### config.mk
export PLATFORM = sky130hd
export DESIGN_NAME = nn_layer_engine
export DESIGN_NICKNAME = d
export VERILOG_FILES = /design/src/rtl/nn_pkg.sv /design/src/rtl/nn_act_sat.sv /design/src/rtl/nn_layer_engine.sv
export SDC_FILE = /design/constraint.sdc
export NUM_CORES = 1
export LEC_CHECK = 0
export BUFFER_PORTS_ARGS = -buffer_cell sky130_fd_sc_hd__buf_2
export CAP_MARGIN = 10
export CORE_UTILIZATION = 40
export CTS_CLUSTER_DIAMETER = 200
export CTS_CLUSTER_SIZE = 14
export DETAILED_ROUTE_END_ITERATION = 16
export HOLD_SLACK_MARGIN = 0.12
export PLACE_DENSITY = 0.59
export SETUP_SLACK_MARGIN = 0.1
export SYNTH_ARGS = -nofsm -noshare
export SYNTH_HDL_FRONTEND = slang
export SYNTH_SLANG_ARGS = --single-unit
### constraint.sdc
create_clock -name clk -period 15.8 [get_ports clk]
set_input_delay 0 -clock clk [delete_from_list [all_inputs] [get_ports clk]]
set_output_delay 0 -clock clk [all_outputs]
set_load 0.03 [all_outputs]
### src/rtl/nn_pkg.sv
// Shared definitions for the neural-network engines: FSM states, activation
// select codes and a generic signed saturation helper.
package nn_pkg;

    // Widest value the saturation helper accepts
    localparam int unsigned SAT_MAX_W = 64;

    typedef enum logic [1:0] {
        ST_IDLE = 2'd0,
        ST_MAC  = 2'd1,
        ST_FIN  = 2'd2,
        ST_DONE = 2'd3
    } state_t;

    localparam logic ACT_LINEAR = 1'b0;
    localparam logic ACT_RELU   = 1'b1;

    // Clamp v to the signed range of a w-bit number (w <= SAT_MAX_W)
    function automatic logic signed [SAT_MAX_W-1:0] sat_signed(
        input logic signed [SAT_MAX_W-1:0] v,
        input int unsigned                 w
    );
        logic signed [SAT_MAX_W-1:0] hi;
        logic signed [SAT_MAX_W-1:0] lo;
        hi = (64'sd1 <<< (w - 1)) - 64'sd1;
        lo = -hi - 64'sd1;
        if (v > hi) begin
            return hi;
        end else if (v < lo) begin
            return lo;
        end
        return v;
    endfunction

endpackage

### src/rtl/nn_act_sat.sv
// Combinational fixed-point output stage: arithmetic right shift by FRAC_W
// (rounds toward -inf), optional ReLU, then saturation to DATA_W.
//   sum_i   : signed accumulator value (ACC_W)
//   relu_i  : 1 = clamp negatives to zero
//   res_o_c : saturated signed result (DATA_W)
module nn_act_sat
    import nn_pkg::*;
#(
    parameter int unsigned ACC_W  = 22,
    parameter int unsigned DATA_W = 8,
    parameter int unsigned FRAC_W = 4
) (
    input  logic signed [ACC_W-1:0]  sum_i,
    input  logic                     relu_i,
    output logic signed [DATA_W-1:0] res_o_c
);

    logic signed [ACC_W-1:0]     shifted_c;
    logic signed [SAT_MAX_W-1:0] wide_c;

    always_comb begin
        shifted_c = sum_i >>> FRAC_W;
        if (relu_i && shifted_c[ACC_W-1]) begin
            shifted_c = '0;
        end
        wide_c  = sat_signed(SAT_MAX_W'(shifted_c), DATA_W);
        res_o_c = DATA_W'(wide_c);
    end

endmodule

### src/rtl/nn_layer_engine.sv
// Fully-connected layer engine: writable weight/bias memory, one serial MAC,
// N_OUT activated and saturated outputs per accepted input vector.
//   clk, reset          : clock, synchronous active-low reset
//   wr_en/wr_addr/wr_data : weight/bias writes (IDLE only)
//   act_sel             : 0 linear, 1 ReLU, captured with the vector
//   in_valid/in_ready/in_data    : input vector handshake
//   out_valid/out_ready/out_data : result vector handshake
//   busy                : engine not in IDLE
module nn_layer_engine
    import nn_pkg::*;
#(
    parameter int unsigned DATA_W = 8,
    parameter int unsigned FRAC_W = 4,
    parameter int unsigned N_IN   = 4,
    parameter int unsigned N_OUT  = 4,
    parameter int unsigned ACC_W  = 2*DATA_W + $clog2(N_IN) + 2
) (
    input  logic                                     clk,
    input  logic                                     reset,
    input  logic                                     wr_en,
    input  logic [$clog2(N_OUT*(N_IN+1))-1:0]        wr_addr,
    input  logic [DATA_W-1:0]                        wr_data,
    input  logic                                     act_sel,
    input  logic                                     in_valid,
    output logic                                     in_ready,
    input  logic [N_IN*DATA_W-1:0]                   in_data,
    output logic                                     out_valid,
    input  logic                                     out_ready,
    output logic [N_OUT*DATA_W-1:0]                  out_data,
    output logic                                     busy
);

    localparam int unsigned N_WORDS = N_OUT * (N_IN + 1);
    localparam int unsigned ADDR_W  = $clog2(N_WORDS);
    localparam int unsigned IDX_W   = (N_IN  > 1) ? $clog2(N_IN)  : 1;
    localparam int unsigned NEU_W   = (N_OUT > 1) ? $clog2(N_OUT) : 1;

    state_t                    state_q, state_d;
    logic signed [DATA_W-1:0]  wmem_q [N_WORDS];
    logic signed [DATA_W-1:0]  x_q [N_IN];
    logic signed [DATA_W-1:0]  x_d [N_IN];
    logic signed [DATA_W-1:0]  y_q [N_OUT];
    logic signed [DATA_W-1:0]  y_d [N_OUT];
    logic                      relu_q, relu_d;
    logic [IDX_W-1:0]          i_q, i_d;
    logic [NEU_W-1:0]          n_q, n_d;
    logic signed [ACC_W-1:0]   acc_q, acc_d;
    logic                      in_ready_q, in_ready_d;
    logic                      out_valid_q, out_valid_d;
    logic                      busy_q, busy_d;

    logic                      wr_hit_c;
    logic [ADDR_W-1:0]         w_addr_c;
    logic [ADDR_W-1:0]         b_addr_c;
    logic signed [2*DATA_W-1:0] prod_c;
    logic signed [ACC_W-1:0]   bias_c;
    logic signed [ACC_W-1:0]   sum_c;
    logic signed [DATA_W-1:0]  res_c;

    // Weight/bias memory addressing and datapath
    always_comb begin
        wr_hit_c = wr_en && (state_q == ST_IDLE) && (32'(wr_addr) < N_WORDS);
        w_addr_c = ADDR_W'(32'(n_q) * (N_IN + 1) + 32'(i_q));
        b_addr_c = ADDR_W'(32'(n_q) * (N_IN + 1) + N_IN);
        prod_c   = x_q[i_q] * wmem_q[w_addr_c];
        bias_c   = ACC_W'(wmem_q[b_addr_c]) <<< FRAC_W;
        sum_c    = acc_q + bias_c;
    end

    nn_act_sat #(
        .ACC_W  (ACC_W),
        .DATA_W (DATA_W),
        .FRAC_W (FRAC_W)
    ) u_act_sat (
        .sum_i   (sum_c),
        .relu_i  (relu_q),
        .res_o_c (res_c)
    );

    // Next-state and output logic
    always_comb begin
        state_d = state_q;
        x_d     = x_q;
        y_d     = y_q;
        relu_d  = relu_q;
        i_d     = i_q;
        n_d     = n_q;
        acc_d   = acc_q;

        case (state_q)
            ST_IDLE: begin
                if (in_valid) begin
                    for (int k = 0; k < int'(N_IN); k++) begin
                        x_d[k] = in_data[k*DATA_W +: DATA_W];
                    end
                    relu_d  = (act_sel == ACT_RELU);
                    i_d     = '0;
                    n_d     = '0;
                    acc_d   = '0;
                    state_d = ST_MAC;
                end
            end
            ST_MAC: begin
                // First product of a neuron restarts the accumulator
                if (i_q == '0) begin
                    acc_d = ACC_W'(prod_c);
                end else begin
                    acc_d = acc_q + ACC_W'(prod_c);
                end
                if (i_q == IDX_W'(N_IN - 1)) begin
                    i_d     = '0;
                    state_d = ST_FIN;
                end else begin
                    i_d = i_q + IDX_W'(1);
                end
            end
            ST_FIN: begin
                y_d[n_q] = res_c;
                if (n_q == NEU_W'(N_OUT - 1)) begin
                    state_d = ST_DONE;
                end else begin
                    n_d     = n_q + NEU_W'(1);
                    state_d = ST_MAC;
                end
            end
            ST_DONE: begin
                if (out_ready) begin
                    state_d = ST_IDLE;
                end
            end
            default: state_d = ST_IDLE;
        endcase

        in_ready_d  = (state_d == ST_IDLE);
        out_valid_d = (state_d == ST_DONE);
        busy_d      = (state_d != ST_IDLE);
    end

    // State and datapath registers
    always_ff @(posedge clk) begin
        if (!reset) begin
            state_q     <= ST_IDLE;
            relu_q      <= 1'b0;
            i_q         <= '0;
            n_q         <= '0;
            acc_q       <= '0;
            in_ready_q  <= 1'b1;
            out_valid_q <= 1'b0;
            busy_q      <= 1'b0;
            for (int k = 0; k < int'(N_IN); k++)  x_q[k] <= '0;
            for (int k = 0; k < int'(N_OUT); k++) y_q[k] <= '0;
        end else begin
            state_q     <= state_d;
            relu_q      <= relu_d;
            i_q         <= i_d;
            n_q         <= n_d;
            acc_q       <= acc_d;
            in_ready_q  <= in_ready_d;
            out_valid_q <= out_valid_d;
            busy_q      <= busy_d;
            x_q         <= x_d;
            y_q         <= y_d;
        end
    end

    // Weight/bias memory, cleared by reset
    always_ff @(posedge clk) begin
        if (!reset) begin
            for (int k = 0; k < int'(N_WORDS); k++) wmem_q[k] <= '0;
        end else if (wr_hit_c) begin
            wmem_q[wr_addr] <= wr_data;
        end
    end

    always_comb begin
        for (int k = 0; k < int'(N_OUT); k++) begin
            out_data[k*DATA_W +: DATA_W] = y_q[k];
        end
    end

    assign in_ready  = in_ready_q;
    assign out_valid = out_valid_q;
    assign busy      = busy_q;

endmodule
==> out/metrics.cfg, run 1 <==
[outcome]
outcome = completed

[clocking]
insertion_delay_ns = 0.60
cts_tree = done
cts-root-to-sink-buffers = 3
post-cts-setup-buffer-count = 0
cts_root_buf = sky130_fd_sc_hd__clkbuf_16
clock_sinks = 350
clkSlewWorstSetupHoldPaths_ns = 0.08
htreeDepth = 1
cts_inserted_buffers = 28
cts-resized-gates = 0

[worst_setup_path]
cp_common_cell = sky130_fd_sc_hd__fa_1
timing.reg2reg.worst_path_depth = 29
critical_path.max_fanout = 40
worst_ep_arrival_time_ns = 11.05
worstSetupStartpointType = register
r2r_setup_slack_ns = 5.25
critical_path_required_ns = 16.31
critPathLaunch = n_q[0]$_SDFFE_PN0P_
worst_setup_path_end_kind = register
crit_family = adder cells
setup.worst_path.end = acc_q[19]$_SDFFE_PN0P_
r2r-start = n_q[0]$_SDFFE_PN0P_
worstReg2RegEnd = acc_q[19]$_SDFFE_PN0P_
cp_slowest_stage_delay_ns = 0.75
timing.critical_path.slowest_stage_cell = sky130_fd_sc_hd__buf_4
critical_path_buf_inv_count = 5
worstSetupPathDepth = 29
path_class = reg2reg

[pwr]
powerDensity_nw_per_um2 = 101
power.static_leakage_nw = 8.71
vdd.ir_drop.worst_mv = 0.0800
post-layout-total-power_w = 0.00229

[layout]
layout-drive-gt1-share_pct = 15.9
seq_area_sq_um = 9570
fillerInstances = 4410
finish.utilization_pct = 46.2
finalNetCount = 1998
syn_to_final_growth_pct = 13.7
multiInputGateArea_sq_um = 10000
final_cell_count_no_fill = 2502
insertedDiodeCount = 0

[min_path]
holdCritPathClass = in2reg
worstHoldStart = wr_addr[4]

[global_route]
grt_start_max_net_pins = 65
antenna_found_initial = 1
via_count_of_the_first_global_routing_pass = 13323
grt_overflow = 0
grt_use_total_pct = 20.3
grt_first_pass_wirelength_microns = 78600

[logic_synthesis]
syn-mean-instance-area_sq_um = 12.3
cell_with_the_most_instances_after_synthesis = sky130_fd_sc_hd__edfxtp_1
netlist.area_leader.share_pct = 38.5
yosysSeqAreaShare_pct = 47.9
synthTopCellsByArea = sky130_fd_sc_hd__edfxtp_1, sky130_fd_sc_hd__mux4_2, sky130_fd_sc_hd__dfxtp_1
number_of_enable_type_register_cells_in_the_synthesized_netlist = 256
asyncSetResetFlopFracSynth_pct = 0
post_synth_instance_area_sq_um = 20000
yosys_register_bits = 350
syn-instance-count = 1621
synth_ff_type = sky130_fd_sc_hd__edfxtp_1
synth.distinct_cells = 65
synthTopCellsByCount = sky130_fd_sc_hd__edfxtp_1, sky130_fd_sc_hd__and2_1, sky130_fd_sc_hd__nand2_1
area_leader_netlist = sky130_fd_sc_hd__edfxtp_1
yosys_warnings = 0

[floorplanning]
start_util_pct = 40.6
core.rowCount = 81
area_enclosed_by_the_die_boundary_sq_um = 50800
core_sq_um = 49200
die_h_microns = 225
die_width_microns = 225
ioPinCount = 86

[place]
place.gp.congestion = 0.846
buffer_ports.inserted = 85
hpwlAfterDp_microns = 36000
placedCellCount = 2406

[route]
antenna_violating_nets_left = 0
vias_per_cell = 5.29
count_of_vias_placed_by_the_detailed_router = 13247
drt_first_iter_violations = 1074
wl_microns = 50700
wirelength_per_cell_microns = 20.3
drt_pre_antenna_iters = 5
drc = 0

[timing]
final_hold_viol_count = 0
worst_hold_slack_across_all_endpoints_ns = 0.200
rsz_0062_raised_after_global_routing = false
setup_tns_ns = 0
worst_clock_skew_ns = 0.0337
timing_worst_slew_pin_value_ns = 1.19
achievable-frequency_ghz = 0.0948
finalSetupViolCount = 0
slew-limit-headroom_pct = 20.2
report.final.slew_viol_count = 0
final_critical_delay_including_setup_and_external_delays_ns = 10.55
layout_worst_path_cycle_share_pct = 66.7

[run]
drv.max_cap_violation_count = 0

area by class of cell:
class / instances / area share [%]
clock buffers: 50 / 3.45
clock inverters: 1 / 0.132
inverters: 117 / 1.93
multi-input cells: 1171 / 44.2
flip-flops and latches: 350 / 42.1
well taps: 664 / 3.66
repair buffers: 149 / 4.48
how the worst min path moves through the flow:
stage / slack, ns / depth (start not counted) / to
2_1_floorplan: 0.1 / 0 / wmem_q[20][0]$_DFFE_PP_
3_3_place_gp: 0.25 / 3 / x_q[30]$_SDFFE_PN0P_
3_5_place_dp: 0.25 / 3 / x_q[16]$_SDFFE_PN0P_
4_1_cts: 0.15 / 4 / wmem_q[17][3]$_SDFFCE_PN0P_
5_1_grt: 0.21 / 4 / x_q[28]$_SDFFE_PN0P_
6_report: 0.20 / 4 / wmem_q[17][3]$_SDFFCE_PN0P_
worst register-to-register path, delay by kind of cell (launching register included):
| kind | cells | cell delay, ns |
|---|---|---|
| buf+inv | 5 | 1.34 |
| mux | 3 | 1.75 |
| fa+ha+maj | 7 | 3.22 |
| simple gates | 4 | 0.67 |
| flops | 1 | 0.72 |
| compound gates | 10 | 2.74 |
metal layers:
layer | vias up | global-route usage, % | wire (microns)
met5 | - | 0 | 0
met4 | 0 | 6.52 | 1450
met3 | 74 | 3.65 | 3490
met2 | 409 | 33.8 | 24300
met1 | 6586 | 26.9 | 21500
li1 | 6178 | - | -
sequential cells by signal (all words and copies together) (netlist names):
name and cells:
n_q 2, busy 1, out_valid 1, acc_q 20
out_data 32, wmem_q 256, state_q 2, x_q 32
relu_q 1, in_ready 1, i_q 2
repair_timing:
action | 4_1_cts | 5_1_grt
endpoints found under the setup margin | 0 | 0
endpoints found under the hold margin | 309 | 0
hold buffers | 45 | 0
where the power goes:
group	total, W	switching, W	internal, W
Clock	0.000674	0.000338	0.000336
Combinational	0.000550	0.000324	0.000227
Sequential	0.00106	0.0000290	0.00104
placed cells by master, fill, tap and decap left out, drive strengths merged, types with 8 or more instances in the layout:
cell	Yosys	layout
nor2	77	77
inv	117	117
edfxtp	256	256
a22oi	11	11
ha	71	71
xnor2	26	26
mux4	128	128
dlygate4sd3	0	45
conb	1	96
mux2	8	8
a21oi	99	99
nor2b	9	9
nand3	23	23
o21ai	72	72
xor2	10	10
dfxtp	94	94
clkbuf	63	50
nand2	135	135
fa	59	59
o31ai	8	8
nor3	16	16
buf	15	104
and2	212	212
o21a	16	16
cell families (layout without fill, tap and decap cells):
kind of cell | after synthesis | in the layout | synth area share (%)
DFF | 350 | 350 | 47.9
and+or+nand+nor | 506 | 506 | 13.1
other | 1 | 96 | 0.0188
adders and majority gates | 130 | 130 | 10.4
xor gates and xnor gates | 36 | 36 | 1.58
AOI/OAI and AO/OA | 265 | 265 | 8.31
muxes | 138 | 138 | 15.0
buffers and inverters | 195 | 317 | 3.75
metrics by stage:
| step | setup slack, ns | area, sq um |
|---|---|---|
| 2_1_floorplan | 6.91 | 20300 |
| 3_3_place_gp | 5.47 | 21400 |
| 3_5_place_dp | 5.15 | 21400 |
| 4_1_cts | 5.14 | 22700 |
| 5_1_grt | 4.35 | 22700 |
| 6_report | 5.25 | 22700 |
No activity file was read; power rests on OpenSTA's default activity.
==> inputs of run 2 (changes only) <==
ABC_AREA = 1   (was unset)
PLACE_DENSITY = 0.61   (was 0.59)
clock period = 9.1 ns   (was 15.8 ns; I/O delays follow)
==> run 2 against run 1 <==
Area after synthesis rose by 4.1%. Critical path type unchanged. Largest cell class unchanged. Combinational power rose to 3.7 times the previous value. Critical endpoint unchanged. First-iteration DRC count rose by 64%. Clock skew fell by 0.010 ns. Routed wire length rose by 22%. Clock-buffer cell count did not move. Largest power group is now combinational logic. Via count rose by 35%.
==> out/metrics.cfg, run 2 <==
[outcome]
outcome = completed

[place]
buffer_ports.inserted = 85  ; unchanged
dpl-instance-area_sq_um = 22100  ; +3.1%
hpwlAfterDp_microns = 42600  ; +18%
pre_cts_slack_ns = 0.353  ; -4.79 ns
place.gp.congestion = 0.952  ; +13%
placedCellCount = 3200  ; +33%

[logic_synthesis]
yosys_warnings = 0  ; unchanged
syn-instance-count = 2435  ; +50%
cell_with_the_most_instances_after_synthesis = sky130_fd_sc_hd__nand2_1
synthTopCellsByCount = sky130_fd_sc_hd__nand2_1, sky130_fd_sc_hd__nor2_1, sky130_fd_sc_hd__edfxtp_1
yosys_register_bits = 350  ; unchanged
synth_ff_type = sky130_fd_sc_hd__edfxtp_1
post_synth_instance_area_sq_um = 20800  ; +4.1%
synthTopCellsByArea = sky130_fd_sc_hd__edfxtp_1, sky130_fd_sc_hd__dfxtp_1, sky130_fd_sc_hd__nand2_1
netlist.area_leader.share_pct = 37.0  ; -1.5 points
syn-mean-instance-area_sq_um = 8.54  ; -31%
synth.distinct_cells = 57  ; -12%
number_of_enable_type_register_cells_in_the_synthesized_netlist = 256  ; unchanged
asyncSetResetFlopFracSynth_pct = 0  ; unchanged
yosysSeqAreaShare_pct = 46.0  ; -1.9 points
area_leader_netlist = sky130_fd_sc_hd__edfxtp_1

[floorplanning]
start_util_pct = 40.5  ; -0.095 points
die_h_microns = 230  ; +2.0%
area_enclosed_by_the_die_boundary_sq_um = 52900  ; +4.1%
ioPinCount = 86  ; unchanged
core.rowCount = 83  ; +2.5%
core_sq_um = 51300  ; +4.4%
die_width_microns = 230  ; +2.0%

[timing]
slew-limit-headroom_pct = 23.5  ; +3.3 points
achievable-frequency_ghz = 0.120  ; +26%
rsz_0062_raised_after_global_routing = false
worst_clock_skew_ns = 0.0236  ; -0.0101 ns
finalSetupViolCount = 0  ; unchanged
report.final.slew_viol_count = 0  ; unchanged
final_critical_delay_including_setup_and_external_delays_ns = 8.36  ; -2.19 ns
final_hold_viol_count = 0  ; unchanged
setup_tns_ns = 0  ; unchanged
final.setup.worst_slack_ns = 0.743  ; -4.51 ns
timing_worst_slew_pin_value_ns = 1.14  ; -0.0554 ns
worst_hold_slack_across_all_endpoints_ns = 0.155  ; -0.0453 ns
layout_worst_path_cycle_share_pct = 91.8  ; +25 points

[layout]
finalNetCount = 2811  ; +41%
largest_reg_flops = 256  ; unchanged
finalInstanceArea_sq_um = 23800  ; +4.6%
mostFrequentLayoutCells = sky130_fd_sc_hd__nand2_1, sky130_fd_sc_hd__nor2_1, sky130_fd_sc_hd__edfxtp_1, sky130_fd_sc_hd__inv_1, sky130_fd_sc_hd__a21oi_1
final_cell_count_no_fill = 3331  ; +33%
largest_register = wmem_q
syn_to_final_growth_pct = 14.2
layout-drive-gt1-share_pct = 7.70  ; -8.2 points
mostFrequentLayoutCell = sky130_fd_sc_hd__nand2_1

[route]
antenna_violating_nets_left = 0  ; unchanged
drc = 0  ; unchanged
drt_first_iter_violations = 1765  ; +64%
vias_per_cell = 5.36  ; +1.3%
count_of_vias_placed_by_the_detailed_router = 17861  ; +35%
wirelength_per_cell_microns = 18.6  ; -8.0%
drt_pre_antenna_iters = 8  ; +3
wl_microns = 62100  ; +22%

[global_route]
grt_start_max_net_pins = 143  ; +120%
grt_first_pass_wirelength_microns = 97000  ; +23%
grt_use_total_pct = 23.2  ; +2.9 points
antenna_found_initial = 1  ; unchanged
grt_overflow = 0  ; unchanged
via_count_of_the_first_global_routing_pass = 17386  ; +30%

[clocking]
clock_sinks = 350  ; unchanged
insertion_delay_ns = 0.59  ; about the same
clkSlewWorstSetupHoldPaths_ns = 0.08  ; about the same
htreeDepth = 1  ; unchanged
cts_root_buf = sky130_fd_sc_hd__clkbuf_16
cts_inserted_buffers = 28  ; unchanged
cts_tree = done
cts-root-to-sink-buffers = 3  ; unchanged

[worst_setup_path]
critical_path.max_fanout = 15  ; -63%
worst_setup_path_end_kind = register
path_class = reg2reg
worst_ep_arrival_time_ns = 8.87  ; -2.18 ns
critical_path_buf_inv_count = 9  ; +4
crit_family = adder cells
worstSetupStartpointType = register
timing.critical_path.slowest_stage_cell = sky130_fd_sc_hd__fa_1
critical_path_required_ns = 9.61  ; -6.70 ns
cp_slowest_stage_delay_ns = 0.64  ; -0.11 ns
r2r_setup_slack_ns = 0.74  ; -4.51 ns
cp_common_cell = sky130_fd_sc_hd__inv_1

[pwr]
power.static_leakage_nw = 10.3  ; +19%
vdd.ir_drop.worst_mv = 0.133  ; +66%
powerDensity_nw_per_um2 = 214  ; +110%

[min_path]
holdCritPathClass = in2reg

[run]
drv.max_cap_violation_count = 0  ; unchanged

run 2: final cells by class:
class / count / area (sq um)
well taps: 680 / 851
fillers: 5066 / 27500
diodes: 1 / 2.50
inverters: 261 / 988
clock buffers: 50 / 805
flip-flops and latches: 350 / 9570
multi-input cells: 1793 / 10000
repair buffers: 196 / 1510
run 2: worst register-to-register path: cells and delay by family (launching register included):
kind	cells	cell delay, ns
AOI/OAI and AO/OA	11	2.02
adders and majority gates	8	3.65
DFF	1	0.34
xor gates and xnor gates	1	0.19
buffers and inverters	9	0.97
and+or+nand+nor	9	1.12
run 2: what timing repair did:
| action | in CTS | in global routing |
|---|---|---|
| setup buffers | 0 | 2 |
| setup endpoints to repair | 0 | 4 |
| hold endpoints to repair | 147 | 0 |
| resized for setup | 0 | 10 |
| hold buffers | 78 | 0 |
run 2: metal layers:
metal | part of all wire, % | track usage (%)
met4 | 2.4 | 6.13
met2 | 48 | 39.2
met5 | 0 | 0
met1 | 42 | 31.3
met3 | 7.0 | 3.13
run 2: kinds of logic (layout without fill, tap and decap cells):
kind of cell	count (synthesis)	in the layout	share of synthesized area, %
AO/OA/AOI/OAI	533	533	15.4
XOR/XNOR	25	25	1.09
adder cells (fa/ha/maj)	130	130	9.95
buffers and inverters	387	507	7.66
flip-flops	350	350	46.0
other	1	97	0.0180
AND/OR/NAND/NOR	1009	1009	19.9
run 2: worst paths after layout:
check                                      startpoint                     endpoint  depth (start not counted)
worst min-delay path                       wr_addr[4]  wmem_q[12][0]$_SDFFCE_PN0P_                          4
worst min register to register  acc_q[0]$_SDFFE_PN0P_        acc_q[0]$_SDFFE_PN0P_                          2
worst max register to register    i_q[0]$_SDFFE_PN0P_       acc_q[19]$_SDFFE_PN0P_                         38
worst max-delay path              i_q[0]$_SDFFE_PN0P_       acc_q[19]$_SDFFE_PN0P_                         38
run 2: through the flow:
step / utilization, % / total power [W]
after floorplan: - / 0.00340
after global placement: 43.1 / 0.00386
after detailed placement: 43.1 / 0.00388
after CTS: 46.2 / 0.00508
after global routing: 46.3 / 0.00546
final: 46.3 / 0.00509
run 2: where the power goes:
part           leakage [nW]  switching [W]  total [W]  internal [W]
combinational          6.59        0.00134    0.00204      0.000697
sequential             3.38      0.0000633    0.00187       0.00181
clock                 0.382       0.000584    0.00118      0.000593
total                  10.3        0.00199    0.00509       0.00310
